### src/rtl/mario_sprite_fetch.sv
// mario_sprite_fetch: 2-stage sprite ROM fetch and compositing over background (MARIO_MIRROR_EN enables horizontal mirroring)
module mario_sprite_fetch #(
  parameter int SPR_W = 21,
  parameter int SPR_H = 41,
  parameter logic [23:0] KEY_COLOR = 24'h800080
) (
  input  logic        Clk,
  input  logic        Reset,
  input  logic        frame_start,
  input  logic        pixel_valid_in,
  input  logic [9:0]  DrawX,
  input  logic [9:0]  DrawY,
  input  logic [9:0]  mario_x,
  input  logic [9:0]  mario_y,
  input  logic        facing_left,
  input  logic        blink,
  input  logic [23:0] bg_color,
  output logic [9:0]  read_address,
  input  logic [23:0] rom_color,
  output logic [23:0] pixel_color,
  output logic        pixel_valid_out,
  output logic        sprite_hit
);
  logic [9:0] px, py, col, row, col_m, addr_n;
  logic [2:0] frame_cnt;
  logic pface, inbox, inbox_d1, pixel_valid_d1, opaque;
  logic [23:0] bg_color_d1;
`ifdef MARIO_MIRROR_EN
  always_ff @(posedge Clk) pface <= Reset ? 1'b0 : frame_start ? facing_left : pface;
`else
  logic unused_facing;
  assign pface = 1'b0;
  assign unused_facing = facing_left;
`endif
  always_comb begin
    inbox = {1'b0, DrawX} >= {1'b0, px} && {1'b0, DrawX} < {1'b0, px} + 11'(SPR_W) &&
            {1'b0, DrawY} >= {1'b0, py} && {1'b0, DrawY} < {1'b0, py} + 11'(SPR_H);
    col = DrawX - px;
    row = DrawY - py;
    col_m = pface ? 10'(SPR_W - 1) - col : col;
    addr_n = inbox ? row * 10'(SPR_W) + col_m : '0;
    opaque = inbox_d1 && pixel_valid_d1 && rom_color != KEY_COLOR && !(blink && frame_cnt[2]);
  end
  always_ff @(posedge Clk) begin
    if (Reset) begin
      px <= '0;
      py <= '0;
      frame_cnt <= '0;
      read_address <= '0;
      inbox_d1 <= 1'b0;
      pixel_valid_d1 <= 1'b0;
      bg_color_d1 <= '0;
      pixel_color <= '0;
      sprite_hit <= 1'b0;
      pixel_valid_out <= 1'b0;
    end else begin
      if (frame_start) begin
        px <= mario_x;
        py <= mario_y;
        frame_cnt <= frame_cnt + 3'd1;
      end
      read_address <= addr_n;
      inbox_d1 <= inbox;
      pixel_valid_d1 <= pixel_valid_in;
      bg_color_d1 <= bg_color;
      pixel_color <= opaque ? rom_color : bg_color_d1;
      sprite_hit <= opaque;
      pixel_valid_out <= pixel_valid_d1;
    end
  end
endmodule

### config.mk
export PLATFORM = sky130hd
export DESIGN_NAME = mario_sprite_fetch
export DESIGN_NICKNAME = d
export VERILOG_FILES = /design/src/rtl/mario_sprite_fetch.sv
export SDC_FILE = /design/constraint.sdc
export NUM_CORES = 1
export LEC_CHECK = 0
export BUFFER_PORTS_ARGS = -buffer_cell sky130_fd_sc_hd__buf_2
export CAP_MARGIN = 20
export CELL_PAD_IN_SITES_DETAIL_PLACEMENT = 0
export CELL_PAD_IN_SITES_GLOBAL_PLACEMENT = 1
export CORE_MARGIN = 2
export CORE_UTILIZATION = 37
export DETAILED_ROUTE_END_ITERATION = 6
export HOLD_SLACK_MARGIN = 0.12
export PLACE_DENSITY_LB_ADDON = 0.1
export SLEW_MARGIN = 0
export SYNTH_ARGS = -nofsm -noshare
export SYNTH_HDL_FRONTEND = slang
export SYNTH_SLANG_ARGS = --single-unit
### constraint.sdc
create_clock -name Clk -period 4.25 [get_ports Clk]
set_input_delay 0.2125 -clock Clk [delete_from_list [all_inputs] [get_ports Clk]]
set_output_delay 0.2125 -clock Clk [all_outputs]
set_load 0.03 [all_outputs]
==> flow_results.org, run 1 <==
** Run status
- Run status :: finished, violations left
- The final reports fail on setup timing.

** Clock tree
- Insertion delay to the later sink of the worst-skew pair :: 0.34 ns
- Buffers inserted during clock tree synthesis total 9.
- Clock slew seen by the registers of the worst setup and hold paths :: 0.07 ns
- Number of buffers on the longest clock path :: 2
- The cell sitting at the root of the clock tree is a sky130_fd_sc_hd__clkbuf_16.
- CTS tree :: built
- In this run the number of H-tree levels came out at 3.
- For this design, the sink count on the clock tree is 85.

** Yosys
- Yosys mapped the design onto 45 distinct sky130hd cell types.
- Post-synth EDFFs :: 0
- Counting flops and latches in the post-synthesis netlist gives 85.
- Proportion of synthesized chip area in sequential cells :: between 30% and 40%
- Yosys printed 0 warnings.
- The cell count after synthesis came out at between 500 and 600.
- After synthesis, the mean cell area works out to roughly 9.5 sq um.
- Ys flop type :: sky130_fd_sc_hd__dfxtp_1
- Mapped cell area :: around 0.0053 sq mm
- In the synthesized netlist the async set-or-reset flop fraction comes to 0%.
- Synthesis produced a netlist with a net count of approximately 740.

** Worst setup path
- The worst setup path is launched from a register.
- The slowest stage of the critical path belongs to the cell sky130_fd_sc_hd__fa_1.
- Chain of cells forming the critical path :: ha_4, fa_2, nor2b_2, o31a_1, o21a_1, nor2_2, xnor2_2, ha_1, inv_2, fa_1, inv_1, fa_1, inv_2, fa_2, xnor2_2, xnor2_1, xnor2_1, xnor3_2, xnor3_1, xor2_1, nor2_1
- The endpoint identified for the worst register-to-register timing path is read_address[9]$_SDFF_PP0_.
- For this run, the slowest stage of the critical path takes ~0.49 ns.
- Internal reg-to-reg setup slack :: -0.21 ns
- R2r worst-path depth :: 21
- Critical path endpoint category :: register
- Reg2Reg Launch Point :: py[0]$_SDFFE_PP0P_
- The critical path is of the reg2reg type.
- Data required time at the worst endpoint :: 4.49 ns
- Top fanout value on the critical path :: 3
- Crit path DAT :: about 4.7 ns

** Place
- IO buf count :: around 130
- Counting tap cells, the placed design contains a total of between 800 and 900 instances.
- Summed over all nets, the half-perimeter wirelength after detailed placement is approximately 10 mm.
- RD Place Congestion :: 0.8882

** Die
- Initial Util :: between 30% and 40%
- Standard-cell row count :: 43
- The die covers between 0.015 and 0.02 sq mm.
- The floorplan step set the die height to around 120 microns.
- Horizontal extent of the die :: between 100 and 150 microns
- Core outline area :: 0.01393 sq mm
- During I/O placement, the number of pins put on the boundary was between 100 and 150.

** Final layout
- Fill cells :: ~1,300
- For this run, the post-layout net count is 973.
- Antenna cells :: 0
- Most common library cell in the layout ignoring fill and taps :: sky130_fd_sc_hd__buf_2
- Most frequent cells in the layout :: sky130_fd_sc_hd__buf_2 (128), sky130_fd_sc_hd__dfxtp_1 (81), sky130_fd_sc_hd__nor2_1 (69), sky130_fd_sc_hd__inv_1 (65), sky130_fd_sc_hd__ha_1 (60)
- Cells with a size suffix above 1 make up slightly above 30% of the layout.
- Once layout is complete, the cells apart from fillers number between 900 and 1,000.
- Synth-to-layout area growth :: 43.68%

** Timing
- RSZ-0062 raised after global routing :: yes
- Number of endpoints failing setup at the final stage :: 3
- The final count of pins violating max slew came to 0.
- Headroom to the max-slew limit came out at roughly half.
- Worst-case setup margin in the final layout :: -0.2076 ns
- Period utilisation layout :: 104.9%
- Final hold violation count :: 0
- Post-layout min period :: approximately 4.5 ns
- The clock arrives with approximately 0.0057 ns of skew.
- Slew at the pin closest to its max-slew limit :: roughly 0.74 ns
- Final hold slack :: 0.1261 ns
- Timing-limited maximum frequency :: 224.3 MHz

** Power
- Part of the power in registers :: between 10% and 20%
- Internal power :: between 0.002 and 0.003 W
- Total power divided by cell area :: 574.3 mW/mm^2
- Net switching power of the design :: between 0.0015 and 0.002 W
- Of the total power, the clock network draws roughly 17%.
- VDD sags by at most just under 500 uV.
- Combinational cells account for ~63% of the total power.
- Net switching is 36.85% of the power.
- Cell leakage power :: 3.810 nW

** Global routing
- In the global route stage, overall resource usage came out at 18.22%.
- Wire length of the first global-routing pass :: 21.55 mm
- For this run the aggregate overflow at the end of global routing stands at 0.
- Maximum number of pins on one net before global-route repair :: 75
- The number of global-route vias before repair was 4,643.
- Antenna violations before repair :: 1

** Route
- Via Count :: between 4,000 and 5,000
- Detailed Route Iter0 Violations :: roughly 110
- Routed len/inst :: around 14 microns
- Number of detailed-route iterations in the first pass :: 4
- Final routed DRC violation total :: 0
- Vias per inst :: about 4.6
- The final layout contains routed wiring with a total length of 13.21 mm.
- Antenna-violating nets left :: 0

** Hold path
- Worst min-delay path endpoint :: py[7]$_SDFFE_PP0P_
- HP Class :: in2reg
- Along the worst hold path, the cell count comes to 3.
- The startpoint identified for the worst hold timing path is mario_y[7].

** Run
- Max-cap check violation count :: 0
==> cells in the mapped netlist (3+ instances only) <==
| cell | n | area, sq um |
|---|---|---|
| sky130_fd_sc_hd__nor2b_1 | 30 | 187.7 |
| sky130_fd_sc_hd__nor2_1 | 71 | 266.5 |
| sky130_fd_sc_hd__and3_1 | 3 | 18.77 |
| sky130_fd_sc_hd__buf_1 | 3 | 11.26 |
| sky130_fd_sc_hd__nor3_1 | 3 | 15.01 |
| sky130_fd_sc_hd__o2111ai_1 | 3 | 26.28 |
| sky130_fd_sc_hd__a211o_1 | 3 | 26.28 |
| sky130_fd_sc_hd__clkbuf_1 | 10 | 37.54 |
| sky130_fd_sc_hd__o21ai_0 | 11 | 55.05 |
| sky130_fd_sc_hd__ha_1 | 72 | 900.9 |
| sky130_fd_sc_hd__xnor2_1 | 31 | 271.5 |
| sky130_fd_sc_hd__mux2i_1 | 45 | 450.4 |
| sky130_fd_sc_hd__dfxtp_1 | 85 | 1702 |
| sky130_fd_sc_hd__o21a_1 | 8 | 60.06 |
| sky130_fd_sc_hd__nor4_1 | 6 | 37.54 |
| sky130_fd_sc_hd__fa_1 | 20 | 400.4 |
| sky130_fd_sc_hd__xor2_1 | 6 | 52.55 |
| sky130_fd_sc_hd__nand3_1 | 4 | 20.02 |
| sky130_fd_sc_hd__nand4_1 | 5 | 31.28 |
| sky130_fd_sc_hd__a21o_1 | 6 | 45.04 |
| sky130_fd_sc_hd__a21oi_1 | 18 | 90.09 |
| sky130_fd_sc_hd__nand2_1 | 14 | 52.55 |
| sky130_fd_sc_hd__inv_1 | 73 | 274.0 |
==> registers in the layout (all words and copies together), names as in the netlist, 3 cells and up <==
name,count
pixel_color,24
px,10
frame_cnt,3
read_address,10
py,10
bg_color_d1,24
==> through the flow <==
step	setup slack, ns	power, W	TNS [ns]	util (%)	area, sq um
floorplan	-0.07942	0.002370	-0.07942	-	5379
global placement	-0.2145	0.003020	-0.5727	47.09	6561
detailed placement	-0.3378	0.003081	-0.9984	47.09	6561
CTS	-0.2273	0.004275	-0.2862	53.96	7520
global route	-0.4479	0.004734	-0.8082	54.64	7614
finish	-0.2076	0.004373	-0.2260	54.64	7614
==> layout make-up <==
type	count	area, sq um	share of cell area [%]
Clock buffer	11	232.7	3.057
Clock inverter	5	35.03	0.4601
Inverter	74	277.8	3.648
Multi-Input combinational cell	382	3535	46.43
Sequential cell	85	1707	22.42
Tap cell	180	225.2	2.958
Timing Repair Buffer	235	1602	21.04
==> worst max-delay path by stage <==
stage | from | end | slack [ns] | cells past startpoint
after global placement | DrawY[0] | read_address[9]$_SDFF_PP0_ | -0.21 | 23
after global routing | py[0]$_SDFFE_PP0P_ | read_address[9]$_SDFF_PP0_ | -0.45 | 21
after CTS | py[0]$_SDFFE_PP0P_ | read_address[9]$_SDFF_PP0_ | -0.23 | 21
after floorplan | py[0]$_SDFFE_PP0P_ | read_address[9]$_SDFF_PP0_ | -0.08 | 21
final | py[0]$_SDFFE_PP0P_ | read_address[9]$_SDFF_PP0_ | -0.21 | 21
after detailed placement | DrawY[0] | read_address[7]$_SDFF_PP0_ | -0.34 | 20
==> worst max-delay path: cells and delay by family, from the launching register on <==
kind            cells  cell delay (ns)
fa+ha+maj           6             2.11
simple gates        3             0.24
buf+inv             3             0.12
flops               1             0.33
xor+xnor            7             1.23
compound gates      2             0.32
==> logic make-up after synthesis <==
group	share of synthesized area (%)
AO/OA/AOI/OAI	8.642
XOR/XNOR	6.989
adder cells (fa/ha/maj)	24.56
buffers and inverters	6.564
flip-flops	32.11
multiplexers	8.501
AND/OR/NAND/NOR	12.63
==> power groups by stage <==
| stage | clock, W | sequential [W] | combinational (W) |
|---|---|---|---|
| floorplan | 0 | 0.000924 | 0.00145 |
| global placement | 0 | 0.000882 | 0.00214 |
| detailed placement | 0 | 0.000883 | 0.00220 |
| CTS | 0.000764 | 0.000865 | 0.00265 |
| global route | 0.000803 | 0.000871 | 0.00306 |
| finish | 0.000737 | 0.000865 | 0.00277 |
==> layer usage <==
metal | GRT usage, % | part of all wire, % | vias up
met3 | 3.938 | 4.9 | 13
met2 | 30.25 | 47 | 97
met1 | 23.35 | 46 | 2081
met4 | 6.392 | 1.4 | 2
li1 | - | - | 2304
met5 | 0 | 0.098 | -
==> timing repair <==
action                                 in CTS  in global routing
setup endpoints to repair                   4                  5
setup buffers                               3                  2
endpoints found under the hold margin      52                  0
hold buffers                               52                  0
gates resized for setup                    29                 11
pin swaps                                  36                 19
Power figures use the tool's default switching activity.
==> inputs of run 2 (changes only) <==
--- a/config.mk
+++ b/config.mk
@@ -10,7 +10,7 @@
 export CELL_PAD_IN_SITES_DETAIL_PLACEMENT = 0
 export CELL_PAD_IN_SITES_GLOBAL_PLACEMENT = 1
 export CORE_MARGIN = 2
-export CORE_UTILIZATION = 37
+export CORE_UTILIZATION = 38
 export DETAILED_ROUTE_END_ITERATION = 6
 export HOLD_SLACK_MARGIN = 0.12
 export PLACE_DENSITY_LB_ADDON = 0.1
==> constraint.sdc (replaced) <==
create_clock -name Clk -period 5.8 [get_ports Clk]
set_input_delay 0.29 -clock Clk [delete_from_list [all_inputs] [get_ports Clk]]
set_output_delay 0.29 -clock Clk [all_outputs]
set_load 0.03 [all_outputs]
==> run 2 against run 1 <==
The run now ends clean. Largest cell class unchanged. Register-to-register slack better by 1.1 ns. Non-clock buffer count is 106 lower. Global-route usage is 2.1 points lower. Largest power group unchanged. Clock power is 23% lower. Core utilization is 8.1 points lower. Clock skew is 0.0029 ns higher. Design area is 16% lower. Sequential power is 26% lower.
==> flow_results.org, run 2 (synthesis results as in run 1) <==
** Clock tree
- Number of buffers on the longest clock path :: 2 (unchanged)
- The root cell of the clock tree was sky130_fd_sc_hd__clkbuf_16 (unchanged).
- Clock slew seen by the registers of the worst setup and hold paths :: 0.07 ns (about the same)
- The sink count of the clock tree came to 85 (unchanged).
- The count of hold-fix buffers inserted at cts came to 0 (was 52).
- The number of buffers added by the clock tree synthesis step came to 9 (unchanged).
- Post-CTS setup buffers :: 0 (was 3)
- Insertion delay to the later sink of the worst-skew pair :: 0.34 ns (about the same)
- CTS tree :: built (unchanged)
- Post-cts repair resize count :: 0 (was 29)
- Depth of the CTS H-tree :: 3 (unchanged)

** Power
- The combinational share of power came to 51.6% (was 63.4%).
- The worst supply voltage drop on vdd is 158.3 uV (was 491.7 uV).
- Part of the power in registers :: 25.6% (was 19.8%)
- Cell leakage power :: 3.291 nW (was 3.810 nW)
- The net switching fraction of the power is 37.58% (was 36.85%).
- The clock network fraction of total power came to 22.8% (was 16.9%).
- The switching component of the power came to 0.0009343 W (was 0.001611 W).
- Total power divided by cell area :: 388.0 mW/mm^2 (was 574.3 mW/mm^2)
- The internal power was 0.001552 W (was 0.002761 W).

** Place
- HPWL after DPL :: 9.264 mm (was 10.08 mm)
- The worst slack at placement came to 0.7648 ns (was -0.3378 ns).
- The number of buffer cells added on primary ports is 128 (unchanged).
- RD Place Congestion :: 0.8314 (was 0.8882)

** Final layout
- The synthesis-to-layout area growth was 20.92% (was 43.68%).
- The number of inserted diodes came to 0 (unchanged).
- The most frequent standard cell in the layout excluding fill and tap cells is sky130_fd_sc_hd__buf_2 (unchanged).
- The register area was 0.001702 sq mm (was 0.001707 sq mm).
- The number of nets at the end of the flow was 867 (was 973).
- The combined area of the multi-input logic cells was 0.003261 sq mm (was 0.003535 sq mm).
- The fraction of layout cells with a size suffix above 1 is 22.01% (was 31.19%).
- Fill cells :: 1,414 (was 1,274)
- Most frequent cells in the layout :: sky130_fd_sc_hd__buf_2 (128), sky130_fd_sc_hd__dfxtp_1 (85), sky130_fd_sc_hd__inv_1 (73), sky130_fd_sc_hd__ha_1 (72), sky130_fd_sc_hd__nor2_1 (71) (was sky130_fd_sc_hd__buf_2 (128), sky130_fd_sc_hd__dfxtp_1 (81), sky130_fd_sc_hd__nor2_1 (69), sky130_fd_sc_hd__inv_1 (65), sky130_fd_sc_hd__ha_1 (60))
- Registers with the most flip-flops :: bg_color_d1: 24 flops, pixel_color: 24 flops (unchanged)

** Global routing
- Via count of the first global-routing pass :: 3,972 (was 4,643)
- Busiest layer in global routing :: met2 (unchanged)
- GRT overflow :: 0 (unchanged)
- Maximum number of pins on one net before global-route repair :: 75 (unchanged)
- The global-route met2 utilization was 26.19% (was 30.25%).
- Wire length of the first global-routing pass :: 18.66 mm (was 21.55 mm)
- Met1 track demand over resource :: 20.28% (was 23.35%)
- The met3 usage in global routing came to 5.431% (was 3.938%).
- Global-route usage over all layers :: 16.14% (was 18.22%)
- The number of antenna violations at the first check in global routing is 3 (was 1).

** Worst setup path
- Critical Path Start Type :: register (unchanged)
- Internal reg-to-reg setup slack :: 0.86 ns (was -0.21 ns)
- The largest driver fanout on the critical path came to 4 (was 3).
- Critical path endpoint category :: register (unchanged)
- The worst endpoint required time came to 6.00 ns (was 4.49 ns).
- The terminus of the critical flop-to-flop path is read_address[9]$_SDFF_PP0_ (unchanged).
- The startpoint of the worst setup timing path was py[2]$_SDFFE_PP0P_ (was py[0]$_SDFFE_PP0P_).
- Start-to-end type of the worst setup path :: reg2reg (unchanged)
- The startpoint of the lowest-slack register-to-register path is py[2]$_SDFFE_PP0P_ (was py[0]$_SDFFE_PP0P_).
- The termination of the worst setup path is read_address[9]$_SDFF_PP0_ (unchanged).
- R2r worst-path depth :: 21 (unchanged)
- The worst path arrival time came to 5.14 ns (was 4.69 ns).

** Die
- The I/O pin total is 130 (unchanged).
- Initial Util :: 38.47% (was 38.03%)
- Floorplan die height :: 122.1 microns (was 123.7 microns)
- Core outline area :: 0.01377 sq mm (was 0.01393 sq mm)
- Horizontal extent of the die :: 122.1 microns (was 123.7 microns)
- The number of core rows was 43 (unchanged).
- The overall die area was 0.01490 sq mm (was 0.01529 sq mm).

** Timing
- The final count of hold timing violations was 0 (unchanged).
- RSZ-0062 raised after global routing :: no (was yes)
- Number of endpoints failing setup at the final stage :: 0 (was 3)
- The fmax is 202.4 MHz (was 224.3 MHz).
- Worst-case setup margin in the final layout :: 0.8583 ns (was -0.2076 ns)
- Relative slew slack :: 29.19% (was 50.83%)
- The part of the cycle the worst path needs is 85.20% (was 104.9%).
- The setup TNS was 0 ns (was -0.2260 ns).
- Post-layout min period :: 4.942 ns (was 4.458 ns)
- Final count of pins violating max slew :: 0 (unchanged)
- Fin Clk Skew :: 0.008580 ns (was 0.005694 ns)
- Slew at the pin closest to its max-slew limit :: 1.062 ns (was 0.7375 ns)

** Route
- Antenna-violating nets left :: 0 (unchanged)
- The per-cell via count in the routed design was 4.654 (was 4.627).
- Via Count :: 4,030 (was 4,497)
- Routed len/inst :: 13.24 microns (was 13.59 microns)
- The DRC violation total after the first TritonRoute iteration is 154 (was 105).
- The total detailed-routing wirelength was 11.46 mm (was 13.21 mm).
- Number of detailed-route iterations in the first pass :: 6 (was 4)
- Final routed DRC violation total :: 0 (unchanged)

** Hold path
- HP Class :: in2reg (unchanged)

** Run status
- Run status: completed (was finished, violations left).

** Run
- Max-cap check violation count :: 0 (unchanged)
[run 2: cell count changes in the layout (fill, tap and decap cells not counted), moves of 5 or more]
cell,change
sky130_fd_sc_hd__inv_1,+8
sky130_fd_sc_hd__ha_1,+12
sky130_fd_sc_hd__a21oi_1,+5
sky130_fd_sc_hd__buf_4,-51
sky130_fd_sc_hd__ha_4,-12
sky130_fd_sc_hd__dlygate4sd3_1,-52
sky130_fd_sc_hd__inv_2,-8
[run 2: how the worst min path moves through the flow]
stage	startpoint	to	slack, ns	cells past startpoint
2_1_floorplan	bg_color[0]	bg_color_d1[0]$_SDFF_PP0_	0.42	1
3_3_place_gp	bg_color_d1[6]$_SDFF_PP0_	pixel_color[6]$_SDFF_PP0_	0.45	2
3_5_place_dp	bg_color_d1[16]$_SDFF_PP0_	pixel_color[16]$_SDFF_PP0_	0.46	2
4_1_cts	bg_color[0]	bg_color_d1[0]$_SDFF_PP0_	0.15	2
5_1_grt	bg_color[16]	bg_color_d1[16]$_SDFF_PP0_	0.15	2
6_report	bg_color[0]	bg_color_d1[0]$_SDFF_PP0_	0.16	2
[run 2: through the flow]
step / util [%] / power [W] / hold WS (ns) / instances / instance area, sq um
after detailed placement: 44.39 / 0.001951 / 0.4587 / 850 / 6113
after global routing: 46.52 / 0.002733 / 0.1513 / 866 / 6407
after floorplan: - / 0.001711 / 0.4182 / 557 / 5299
final: 46.52 / 0.002486 / 0.1567 / 866 / 6407
after global placement: 44.39 / 0.001927 / 0.4465 / 850 / 6113
after CTS: 46.52 / 0.002532 / 0.1456 / 866 / 6407
[run 2: final cells by class]
cell class                 count  share of cell area, %
sequential                    85                  26.56
clock inverter                 5                 0.6444
clock buffer                  11                  3.945
timing repair buffer         129                  10.12
multi-input combinational    382                  50.89
tap                          180                  3.515
inverter                      74                  4.335
[run 2: routing by layer]
metal	vias up	routed length [microns]	share of wire (%)
li1	2089	-	-
met1	1824	5305	46
met2	96	5196	45
met3	15	776	6.8
met4	6	148	1.3
met5	-	35	0.31
[run 2: critical path, stage by stage (launching register included)]
cell                      delay [ns]
sky130_fd_sc_hd__dfxtp_1        0.42
sky130_fd_sc_hd__inv_1          0.08
sky130_fd_sc_hd__ha_1           0.33
sky130_fd_sc_hd__nor2b_1        0.16
sky130_fd_sc_hd__o31a_1         0.27
sky130_fd_sc_hd__o21a_1         0.17
sky130_fd_sc_hd__nor2_1         0.11
sky130_fd_sc_hd__xnor2_1        0.10
sky130_fd_sc_hd__ha_1           0.29
sky130_fd_sc_hd__inv_1          0.04
sky130_fd_sc_hd__fa_1           0.47
sky130_fd_sc_hd__inv_1          0.05
sky130_fd_sc_hd__fa_1           0.52
sky130_fd_sc_hd__inv_1          0.05
sky130_fd_sc_hd__fa_1           0.40
sky130_fd_sc_hd__xnor2_1        0.14
sky130_fd_sc_hd__xnor2_1        0.19
sky130_fd_sc_hd__xnor2_1        0.15
sky130_fd_sc_hd__xnor3_2        0.28
sky130_fd_sc_hd__xnor3_1        0.37
sky130_fd_sc_hd__xor2_1         0.16
sky130_fd_sc_hd__nor2_1         0.05
[run 2: power by group through the flow]
stage                     Clock [W]  Combinational [W]  Sequential (W)
final                      0.000567            0.00128        0.000636
after detailed placement          0            0.00130        0.000650
after CTS                  0.000587            0.00131        0.000636
after global placement            0            0.00128        0.000649
after global routing       0.000608            0.00148        0.000640
after floorplan                   0            0.00103        0.000677
==> inputs of run 3 (changes only) <==
--- a/config.mk
+++ b/config.mk
@@ -5,13 +5,13 @@
 export SDC_FILE = /design/constraint.sdc
 export NUM_CORES = 1
 export LEC_CHECK = 0
-export BUFFER_PORTS_ARGS = -buffer_cell sky130_fd_sc_hd__buf_2
 export CAP_MARGIN = 20
 export CELL_PAD_IN_SITES_DETAIL_PLACEMENT = 0
 export CELL_PAD_IN_SITES_GLOBAL_PLACEMENT = 1
 export CORE_MARGIN = 2
 export CORE_UTILIZATION = 38
 export DETAILED_ROUTE_END_ITERATION = 6
+export DONT_BUFFER_PORTS = 1
 export HOLD_SLACK_MARGIN = 0.12
 export PLACE_DENSITY_LB_ADDON = 0.1
 export SLEW_MARGIN = 0
==> run 3 against run 2 <==
Maximum frequency hardly changed. Sequential share of layout area is 0.74 points lower. Largest cell class unchanged. Combinational power hardly changed. Sequential power is 5.3% higher. Global-route usage is 0.48 points higher. Core utilization is 1.3 points higher. Final cell count is 5.8% lower. Clock power is 8.5% higher. Clock-buffer cell count stayed put. Highest routed layer is now met4. Non-clock buffer count is 50 lower. Largest power group unchanged. Die area stayed put. First-iteration DRC count is 11% lower.
==> flow_results.org, run 3 (synthesis results as in run 1) <==
** Die
- The I/O pin total is 130 (unchanged).
- Initial Util :: 38.47% (unchanged)
- DIE AREA :: 0.01490 sq mm (unchanged)
- Core outline area :: 0.01377 sq mm (unchanged)
- Standard-cell row count :: 43 (unchanged)
- Floorplan die height :: 122.1 microns (unchanged)
- Horizontal extent of the die :: 122.1 microns (unchanged)

** Timing
- Timing-limited maximum frequency :: 202.2 MHz (was 202.4 MHz)
- The setup TNS came to 0 ns (unchanged).
- Relative slew slack :: 29.99% (was 29.19%)
- The final count of hold timing violations was 0 (unchanged).
- The part of the cycle the worst path needs came to 85.28% (was 85.20%).
- The worst-case clock skew is 0.009476 ns (was 0.008580 ns).
- The post-route worst hold slack was 0.1267 ns (was 0.1567 ns).
- The final count of pins violating max slew was 0 (unchanged).
- RSZ-0062 raised after global routing: no (unchanged).
- Number of endpoints failing setup at the final stage :: 0 (unchanged)
- The transition time of the tightest slew-check pin is 1.050 ns (was 1.062 ns).
- The minimum period implied by the final worst setup slack came to 4.946 ns (was 4.942 ns).

** Global routing
- Via count of the first global-routing pass :: 4,038 (was 3,972)
- Met3 Track Usage GR :: 5.150% (was 5.431%)
- The overflow left after global routing was 0 (unchanged).
- The global routing met1 resource utilization was 20.62% (was 20.28%).
- Wire length of the first global-routing pass :: 19.26 mm (was 18.66 mm)
- The global-route met2 utilization came to 27.20% (was 26.19%).
- The routing layer with the top usage in global route was met2 (unchanged).
- Antenna violations before repair :: 0 (was 3)
- Maximum number of pins on one net before global-route repair :: 75 (unchanged)
- The global-route usage over all layers came to 16.62% (was 16.14%).

** Route
- The total detailed-routing wirelength was 11.87 mm (was 11.46 mm).
- The total via count in the routed design came to 3,846 (was 4,030).
- Routed len/inst :: 14.55 microns (was 13.24 microns)
- Vias per inst :: 4.713 (was 4.654)
- The count of TritonRoute iterations in the first routing pass was 4 (was 6).
- The DRC violation total after the first TritonRoute iteration came to 137 (was 154).
- Antenna-violating nets left :: 0 (unchanged)
- The count of unresolved DRC violations after routing came to 0 (unchanged).

** Clock tree
- Depth of the CTS H-tree :: 3 (unchanged)
- The maximum number of buffers from clock root to sink was 2 (unchanged).
- Clock tree root driver cell :: sky130_fd_sc_hd__clkbuf_16 (unchanged)
- Sink Count :: 85 (unchanged)
- The clock tree from TritonCTS is built (unchanged).
- Clock slew seen by the registers of the worst setup and hold paths :: 0.07 ns (about the same)
- Number of buffers created by CTS :: 9 (unchanged)
- Insertion delay to the later sink of the worst-skew pair :: 0.34 ns (about the same)

** Hold path
- HP Class :: in2reg (unchanged)

** Power
- The worst supply voltage drop on vdd was 186.8 uV (was 158.3 uV).
- The leakage power total is 3.079 nW (was 3.291 nW).
- The total power of the final layout is 0.002531 W (was 0.002486 W).
- Total power divided by cell area :: 384.1 mW/mm^2 (was 388.0 mW/mm^2)

** Worst setup path
- The worst endpoint required time is 6.01 ns (was 6.00 ns).
- The sort of element at the end of the critical path is a register (unchanged).
- Chain of cells forming the critical path: inv_1, ha_1, and3_1, o21a_1, or2_1, o311ai_4, ha_1, fa_1, fa_1, inv_1, fa_1, xnor2_1, xnor2_1, xnor2_1, xnor3_2, xnor3_1, xor2_1, nor2_1 (was inv_1, ha_1, nor2b_1, o31a_1, o21a_1, nor2_1, xnor2_1, ha_1, inv_1, fa_1, inv_1, fa_1, inv_1, fa_1, xnor2_1, xnor2_1, xnor2_1, xnor3_2, xnor3_1, xor2_1, nor2_1).
- Top Family by Delay on Critical Path :: adder cells (unchanged)
- The worst path arrival time was 5.16 ns (was 5.14 ns).
- The type of origin of the critical path is a register (unchanged).
- Cell with the biggest individual delay on the critical path :: sky130_fd_sc_hd__fa_1 (unchanged)
- The largest driver fanout on the critical path came to 5 (was 4).
- Count of buffering cells on the critical path with inverters included :: 2 (was 4)
- Start-to-end type of the worst setup path :: reg2reg (unchanged)
- Crit-path max cell delay :: 0.51 ns (was 0.52 ns)

** Final layout
- The fraction of layout cells with a size suffix above 1 was 3.616% (was 22.01%).
- Registers with the most flip-flops: bg_color_d1: 24 flops, pixel_color: 24 flops (unchanged).
- The number of inserted diodes is 0 (unchanged).
- The number of nets at the end of the flow is 817 (was 867).
- Synth-to-layout area growth :: 24.37% (was 20.92%)
- The most frequent standard cell in the layout excluding fill and tap cells is sky130_fd_sc_hd__dfxtp_1 (was sky130_fd_sc_hd__buf_2).
- Most frequent cells in the layout: sky130_fd_sc_hd__dfxtp_1 (85), sky130_fd_sc_hd__dlygate4sd3_1 (78), sky130_fd_sc_hd__inv_1 (73), sky130_fd_sc_hd__ha_1 (72), sky130_fd_sc_hd__nor2_1 (71) (was sky130_fd_sc_hd__buf_2 (128), sky130_fd_sc_hd__dfxtp_1 (85), sky130_fd_sc_hd__inv_1 (73), sky130_fd_sc_hd__ha_1 (72), sky130_fd_sc_hd__nor2_1 (71)).

** Run
- The max-capacitance violation count is 0 (unchanged).

** Run status
- Run status :: completed (unchanged)

** Place
- The post-detailed-placement half-perimeter wirelength came to 8.696 mm (was 9.264 mm).
- RD Place Congestion :: 0.8438 (was 0.8314)
- IO buf count :: 0 (was 128)
[run 3: cell types whose count changed in the layout (fill, tap and decap cells not counted)]
cell                            change
sky130_fd_sc_hd__buf_4              -1
sky130_fd_sc_hd__bufinv_16          +1
sky130_fd_sc_hd__buf_16             +1
sky130_fd_sc_hd__clkinvlp_4         -1
sky130_fd_sc_hd__buf_2            -128
sky130_fd_sc_hd__dlygate4sd3_1     +78
[run 3: timing repair]
action                                  4_1_cts  5_1_grt
setup buffers                                 0        0
endpoints found under the setup margin        0        0
endpoints found under the hold margin        74        1
hold buffers                                 78        1
resized for setup                             0        0
[run 3: report_power, final]
part / switching (W) / internal [W] / total, W
registers: 0.0000510 / 0.000619 / 0.000670
logic: 0.000624 / 0.000622 / 0.00125
clock network: 0.000254 / 0.000361 / 0.000615
total: 0.000929 / 0.00160 / 0.00253
[run 3: area by class of cell]
cell class / count / area, sq um
fillers: 1347 / 7183
multi-input cells: 382 / 3261
flip-flops and latches: 85 / 1702
repair buffers: 79 / 808.3
inverters: 74 / 277.8
clock buffers: 11 / 252.7
well taps: 180 / 225.2
clock inverters: 5 / 63.81
[run 3: through the flow]
step | instances | cell area [sq um] | util, % | worst slack, ns
detailed placement | 721 | 5465 | 39.68 | 0.8469
finish | 816 | 6590 | 47.85 | 0.8538
global placement | 721 | 5465 | 39.68 | 0.8715
CTS | 815 | 6580 | 47.77 | 0.8430
floorplan | 557 | 5299 | - | 1.121
global route | 816 | 6590 | 47.85 | 0.5907
[run 3: final timing paths]
| path | start | to | slack (ns) | cells after the start |
|---|---|---|---|---|
| hold / removal | rom_color[12] | pixel_color[12]$_SDFF_PP0_ | 0.13 | 2 |
| setup / recovery | py[4]$_SDFFE_PP0P_ | read_address[9]$_SDFF_PP0_ | 0.85 | 18 |
| hold reg to reg | bg_color_d1[2]$_SDFF_PP0_ | pixel_color[2]$_SDFF_PP0_ | 0.47 | 2 |
| setup reg to reg | py[4]$_SDFFE_PP0P_ | read_address[9]$_SDFF_PP0_ | 0.85 | 18 |
[run 3: layer usage]
layer  up-vias  part of all wire, %  routed length, microns
met5         -                    0                       0
met1      1743                   45                    5363
met3        14                  5.9                     704
li1       1996                    -                       -
met2        93                   47                    5569
met4         0                  2.0                     232
